===== config.mk =====
export PLATFORM = sky130hd
export DESIGN_NAME = clock_period_monitor
export DESIGN_NICKNAME = d
export VERILOG_FILES = /design/src/rtl/clock_period_monitor.sv
export SDC_FILE = /design/constraint.sdc
export NUM_CORES = 1
export LEC_CHECK = 0
export ABC_AREA = 1
export CAP_MARGIN = 0
export CORE_MARGIN = 1.5
export CORE_UTILIZATION = 35
export CTS_CLUSTER_DIAMETER = 200
export DETAILED_ROUTE_END_ITERATION = 10
export HOLD_SLACK_MARGIN = 0.15
export PLACE_DENSITY = 0.61
export SLEW_MARGIN = 20
export SYNTH_ARGS = -nofsm -noshare
export SYNTH_HDL_FRONTEND = slang
export SYNTH_SLANG_ARGS = --single-unit

===== constraint.sdc =====
create_clock -name clk -period 2.2 [get_ports clk]
set_input_delay 0.33 -clock clk [delete_from_list [all_inputs] [get_ports clk]]
set_output_delay 0.33 -clock clk [all_outputs]
set_load 0.02 [all_outputs]

===== src/rtl/clock_period_monitor.sv =====
// Measures the period of a slow clock-like input in clk cycles, with lock and loss flags.
// Optional high-time measurement enabled by defining CLK_MON_HIGH_EN.
`timescale 1ns/1ps
module clock_period_monitor #(
    parameter int Width      = 16,
    parameter int SyncStages = 2,
    parameter int Timeout    = 1000
) (
    input  logic             clk,
    input  logic             rst_n,
    input  logic             enable,
    input  logic             sig_in,
    output logic [Width-1:0] period,
    output logic             period_valid,
    output logic             locked,
`ifdef CLK_MON_HIGH_EN
    output logic [Width-1:0] high_time,
`endif
    output logic             lost
);

    localparam logic [1:0] IDLE = 2'd0;
    localparam logic [1:0] ARM  = 2'd1;
    localparam logic [1:0] MEAS = 2'd2;

    localparam logic [Width-1:0] CntMax     = '1;
    localparam logic [Width-1:0] TimeoutVal = Width'(Timeout);
    localparam logic [Width-1:0] CntOne     = Width'(1);

    logic [1:0]            state;
    logic [SyncStages-1:0] sync_q;
    logic                  s;
    logic                  s_d;
    logic                  rise;
    logic [Width-1:0]      cnt;
    logic [Width-1:0]      cnt_inc;
    logic                  timed_out;
    logic                  have_prev;

    assign s         = sync_q[SyncStages-1];
    assign rise      = s & ~s_d;
    assign cnt_inc   = (cnt == CntMax) ? cnt : cnt + CntOne;
    assign timed_out = (cnt >= TimeoutVal);

    always_ff @(posedge clk or negedge rst_n) begin
        if (!rst_n) begin
            sync_q <= '0;
            s_d    <= 1'b0;
        end else begin
            sync_q <= {sync_q[SyncStages-2:0], sig_in};
            s_d    <= s;
        end
    end

    always_ff @(posedge clk or negedge rst_n) begin
        if (!rst_n) begin
            state        <= IDLE;
            cnt          <= '0;
            period       <= '0;
            period_valid <= 1'b0;
            locked       <= 1'b0;
            lost         <= 1'b0;
            have_prev    <= 1'b0;
        end else begin
            period_valid <= 1'b0;
            if (!enable) begin
                state     <= IDLE;
                cnt       <= '0;
                locked    <= 1'b0;
                lost      <= 1'b0;
                have_prev <= 1'b0;
            end else begin
                unique case (1'b1)
                    (state == IDLE): begin
                        state <= ARM;
                        cnt   <= '0;
                    end
                    (state == ARM): begin
                        if (rise) begin
                            state     <= MEAS;
                            cnt       <= CntOne;
                            lost      <= 1'b0;
                            have_prev <= 1'b0;
                        end else if (timed_out) begin
                            lost   <= 1'b1;
                            locked <= 1'b0;
                            cnt    <= '0;
                        end else begin
                            cnt <= cnt_inc;
                        end
                    end
                    (state == MEAS): begin
                        // A rise wins over a timeout landing on the same cycle.
                        if (rise) begin
                            period       <= cnt;
                            period_valid <= 1'b1;
                            locked       <= have_prev && (cnt == period);
                            have_prev    <= 1'b1;
                            cnt          <= CntOne;
                        end else if (timed_out) begin
                            state     <= ARM;
                            lost      <= 1'b1;
                            locked    <= 1'b0;
                            have_prev <= 1'b0;
                            cnt       <= '0;
                        end else begin
                            cnt <= cnt_inc;
                        end
                    end
                    default: begin
                        state <= IDLE;
                        cnt   <= '0;
                    end
                endcase
            end
        end
    end

`ifdef CLK_MON_HIGH_EN
    logic [Width-1:0] hcnt;

    // The rise cycle itself has s=1, so a fresh period starts at one.
    always_ff @(posedge clk or negedge rst_n) begin
        if (!rst_n) begin
            hcnt      <= '0;
            high_time <= '0;
        end else if (!enable || state == IDLE) begin
            hcnt <= '0;
        end else if (rise) begin
            if (state == MEAS)
                high_time <= hcnt;
            hcnt <= CntOne;
        end else if (s && hcnt != CntMax) begin
            hcnt <= hcnt + CntOne;
        end
    end
`endif

endmodule


## Yosys cells after proc, flatten, opt, wreduce, memory -nomap -nowiden

Cells that the tools add are included.

| word-level totals | value |
|---|---|
| register bits after elaboration | 41 |
| input bits | 4 |
| output and inout port bits | 19 |
| word-level logic and storage cells | 60 |

| operators by class | value |
|---|---|
| add/sub/neg operators | 1 |
| order comparisons | 1 |
| equality and inequality tests | 11 |
| muxes and demuxes | 28 |
| bitwise operators | 2 |
| reductions and logical operators | 8 |

Operator list:

| kind | number |
|---|---|
| $mux 16 | 5 |
| $add 16x1->16 const B | 1 |
| $eq 16x16->1 | 1 |
| $eq 16x16->1 const B | 1 |
| $ge 16x10->1 const B | 1 |
| $mux 1 | 15 |
| $ne 3x3->1 const B | 4 |
| $reduce_and 3->1 | 3 |
| $mux 2 | 4 |
| $pmux 1 s2 | 3 |
| $pmux 2 s3 | 1 |
| $ne 5x5->1 const B | 1 |
| $ne 4x4->1 const B | 1 |
| $reduce_and 2->1 | 2 |
| $ne 3x1->1 const B | 1 |
| $eq 2x1->1 const B | 1 |
| $eq 2x2->1 const B | 1 |
| $logic_not 2->1 | 1 |
| $reduce_or 2->1 | 1 |
| $and 1x1->1 | 1 |
| $logic_and 1x1->1 | 1 |
| $not 1->1 | 1 |

## Logic depth before layout (Yosys ltp)

| depth | value |
|---|---|
| depth after elaboration | 6 |
| mapped depth | 10 |
| depth with buffers taken out | 10 |

## Worst setup path before layout

OpenSTA, ideal clock, no wires.

| timing | value |
|---|---|
| path kind | register to register |
| start point | reg state[0] |
| end point | reg locked |
| library setup time | 0.116 ns |
| arrival time | 1.261 ns |
| data required time | 2.084 ns |
| slack | 0.822 ns |
| cell stages (with the launch flop) | 9 |
| path buffers | 0 |
| clock period less this slack | 1.378 ns |
| cells stage by stage | dfrtp_1 > inv_1 > ha_1 > nor3_1 > a31oi_1 > nand2_1 > inv_1 > nand2_1 > nand2_1 |

| on the way | value |
|---|---|
| longest elaborated chain between the ends | 3 |
| elaborated cells on any way between the ends | 7 |
| classes of those cells | eq/ne: 4; mux: 2; reduce/logical: 1 |

RTL lines:

| item | RTL line | text |
|---|---|---|
| start, declared | 30 | `logic [1:0] state;` |
| start signal, assigned | 57 | `state <= IDLE;` |
| start signal, assigned | 67 | `state <= IDLE;` |
| start signal, assigned | 75 | `state <= ARM;` |
| $eq 2x2->1 / $eq 2x1->1 (equally long branches) | 92, 78 |  |
| $pmux 1 s2, or another cell as far along | 73 | `unique case (1'b1)` |
| $mux 1 / $reduce_and 2->1 (equally long branches) | - |  |
| end signal, assigned | 97 | `locked <= have_prev && (cnt == period);` |
| end, declared | 15 | `output logic locked,` |

Several ways; a longest one is shown, not always the timed one.
A chain may end at the register's enable or synchronous reset.

## Worst setup path in the final report

| timing | value |
|---|---|
| start point | reg period[15] |
| end point | out period[15] |

RTL lines:

| item | RTL line | text |
|---|---|---|
| start, declared | 13 | `output logic [Width-1:0] period,` |
| start signal, assigned | 95 | `period <= cnt;` |

No word-level cell between the ends.

==> flow_summary.toml <==
[yosys]
ys_seq_elements = 41
synth_top_area_share_pct = 48.9
syn_area_um2 = 2100
synth_edf_count = 0
netlist_instances = 271
synth.most_common_cell = "nand2_1"
syn_avg_cell_area_um2 = 7.74
yosys-top-cells-count = "83 x nand2_1, 43 x inv_1, 41 x dfrtp_1"
ys_seq_area_share_pct = 48.9
synth_area_leader_cell = "dfrtp_1"
yosys-top-cells-area = "dfrtp_1 49%, nand2_1 15%, inv_1 7.7%, nand3_1 4.1%, nor2_1 3.8%"
async_reset_ff_share_pct = 100
synth.distinct_cells = 29
synth.yosys.warnings = 0
synth-main-ff-cell = "dfrtp_1"

[route]
wl_per_cell_um = 10.4
first_iter_violations = 90
firstDrtPassIters = 4
routed_wl_um = 3980
vias = 1686
vias_per_cell = 4.43
detail-route-antenna-nets = 0
drc_errors = 0

[layout]
layout-drive-gt1-share_pct = 9.80
seqCellArea_um2 = 1030
nets = 314
post-route-util_pct = 43.9
stdcell_count = 381
multi_input_area_um2 = 893
diodes = 0
nFillCells = 588
area_growth_pct = 22.5

[global_route]
grt_pass1_wl_um = 6890
grt_pass1_vias = 1616
antenna_found_initial = 0
grt_max_degree = 42
grt_usage_pct = 13.6
overflow = 0

[setup_path]
critPathBufInv = 1
crit_fanout = 4
cpPeakStageDelay_ns = 0.62
critPathRequiredTime_ns = 1.87
worstSetupPathType = "reg -> out"
worstPathCellList = "clkdlybuf4s50_1"
cp_top_family = "buffers and inverters"
worstSetupStartpointType = "flop"
arrival_ns = 1.31
cpMaxStageDelayCell = "clkdlybuf4s50_1"
cp-end-kind = "output port"

[power]
finalPower_w = 0.00184
seq_power_share_pct = 47.2
p_per_area_nw_per_um2 = 714
p_sw_w = 0.000499
p_int_w = 0.00134
power_frac_clock_pct = 33.9
combPwrFrac_pct = 18.9
peakVddDrop_mv = 0.310
switching_share_pct = 27.2
p_leak_nw = 1.23

[clocking]
cts.sinks = 41
cts_root_buf = "clkbuf_8"
cts_buffer_depth = 2
cts_inserted_buffers = 5
ctsHtreeMaxLevel = 2
clock_latency_ns = 0.29
cts_tree = "yes"
cts.clk_slew.worst_paths_ns = 0.08

[placement]
dpl.cell_count = 372
hpwl_um = 2910
gp_congestion = 0.811
io_buffers = 22

[die]
die_h_um = 80.4
rows = 28
dieArea_um2 = 6470
placeableCoreArea_um2 = 5850
ios = 23
start_util_pct = 35.9
die_w_um = 80.4

[sta]
rsz0062_at_grt = "false"
setup_tns_ns = 0
hold_viol = 0
finClkSkew_ns = 0.00767
setup_viol = 0
maxSlewViolCount = 0
finalCritPeriodShare_pct = 74.5
max_freq_mhz = 610
timing.final.crit_period_ns = 1.64

[min_path]
hp-class = "reg -> reg"

[run_status]
status = "completed"

[flow_run]
max_cap_viol_count = 0
==> through the flow <==
stage	area, µm²	hold WS [ns]	worst slack (ns)
finish	2570	0.359	0.561
global route	2570	0.377	0.495
CTS	2570	0.358	0.542
detailed placement	2440	0.324	0.394
global placement	2440	0.324	0.464
floorplan	2120	0.0344	0.822
==> power by group through the flow <==
| stage | sequential [W] | combinational, W | clock, W |
|---|---|---|---|
| finish | 0.000868 | 0.000347 | 0.000622 |
| global route | 0.000876 | 0.000388 | 0.000673 |
| CTS | 0.000869 | 0.000353 | 0.000645 |
| detailed placement | 0.000884 | 0.000349 | 0 |
| global placement | 0.000882 | 0.000345 | 0 |
| floorplan | 0.000928 | 0.000150 | 0 |
==> layout by cell type (no fill, tap or decap), types with 5 or more instances in the layout <==
| master | n |
|---|---|
| o21ai_0 | 15 |
| clkbuf_8 | 6 |
| ha_1 | 5 |
| nand2_1 | 83 |
| dfrtp_1 | 41 |
| nor2_1 | 21 |
| inv_1 | 43 |
| nor2_2 | 5 |
| a21oi_1 | 6 |
| conb_1 | 6 |
| clkdlybuf4s50_1 | 21 |
| nand3_1 | 17 |
==> sequential cells by signal (all words and copies together) (netlist names) <==
signal        flops
have_prev         1
period_valid      1
sync_q            2
s_d               1
lost              1
locked            1
period           16
state             2
cnt              16
==> logic make-up (layout without fill, tap and decap cells) <==
logic type | after synthesis | after routing | share of synthesized area [%]
XOR/XNOR | 3 | 3 | 1.25
AND/OR/NAND/NOR | 141 | 141 | 30.0
other | 1 | 6 | 0.179
buffers and inverters | 52 | 82 | 9.42
AO/OA/AOI/OAI | 28 | 28 | 7.28
flip-flops | 41 | 41 | 48.9
adder cells (fa/ha/maj) | 5 | 5 | 2.98
==> routing by layer <==
layer	vias up	wire length [µm]	GRT usage, %
li1	895	-	-
met1	765	1930	17.2
met2	24	1890	22.9
met3	2	133	3.52
met4	0	15	3.62
met5	-	0	0
==> path summary, 6_finish.rpt <==
check | startpoint | end | slack [ns] | cells past startpoint
worst max-delay path | period[15] | period[15] | 0.56 | 1
worst min-delay path | sync_q[0] | sync_q[1] | 0.36 | 0
worst max register to register | state[0] | locked | 0.64 | 8
worst min register to register | sync_q[0] | sync_q[1] | 0.36 | 0
max in group asynchronous | rst_n | period_valid | 1.45 | 3
min in group asynchronous | rst_n | period[5] | 0.54 | 3
==> area by class of cell <==
| type | instances | share of cell area [%] |
|---|---|---|
| multi-input combinational | 183 | 34.7 |
| clock buffer | 7 | 3.36 |
| sequential | 41 | 39.9 |
| clock inverter | 1 | 1.17 |
| inverter | 48 | 7.06 |
| tap | 75 | 3.65 |
| timing repair buffer | 26 | 10.1 |
==> repair_timing <==
item	CTS	global route
hold endpoints to repair	41	0
hold buffers	1	0
resized for setup	0	0
setup buffers	0	0
No activity file was read; power rests on OpenSTA's default activity.
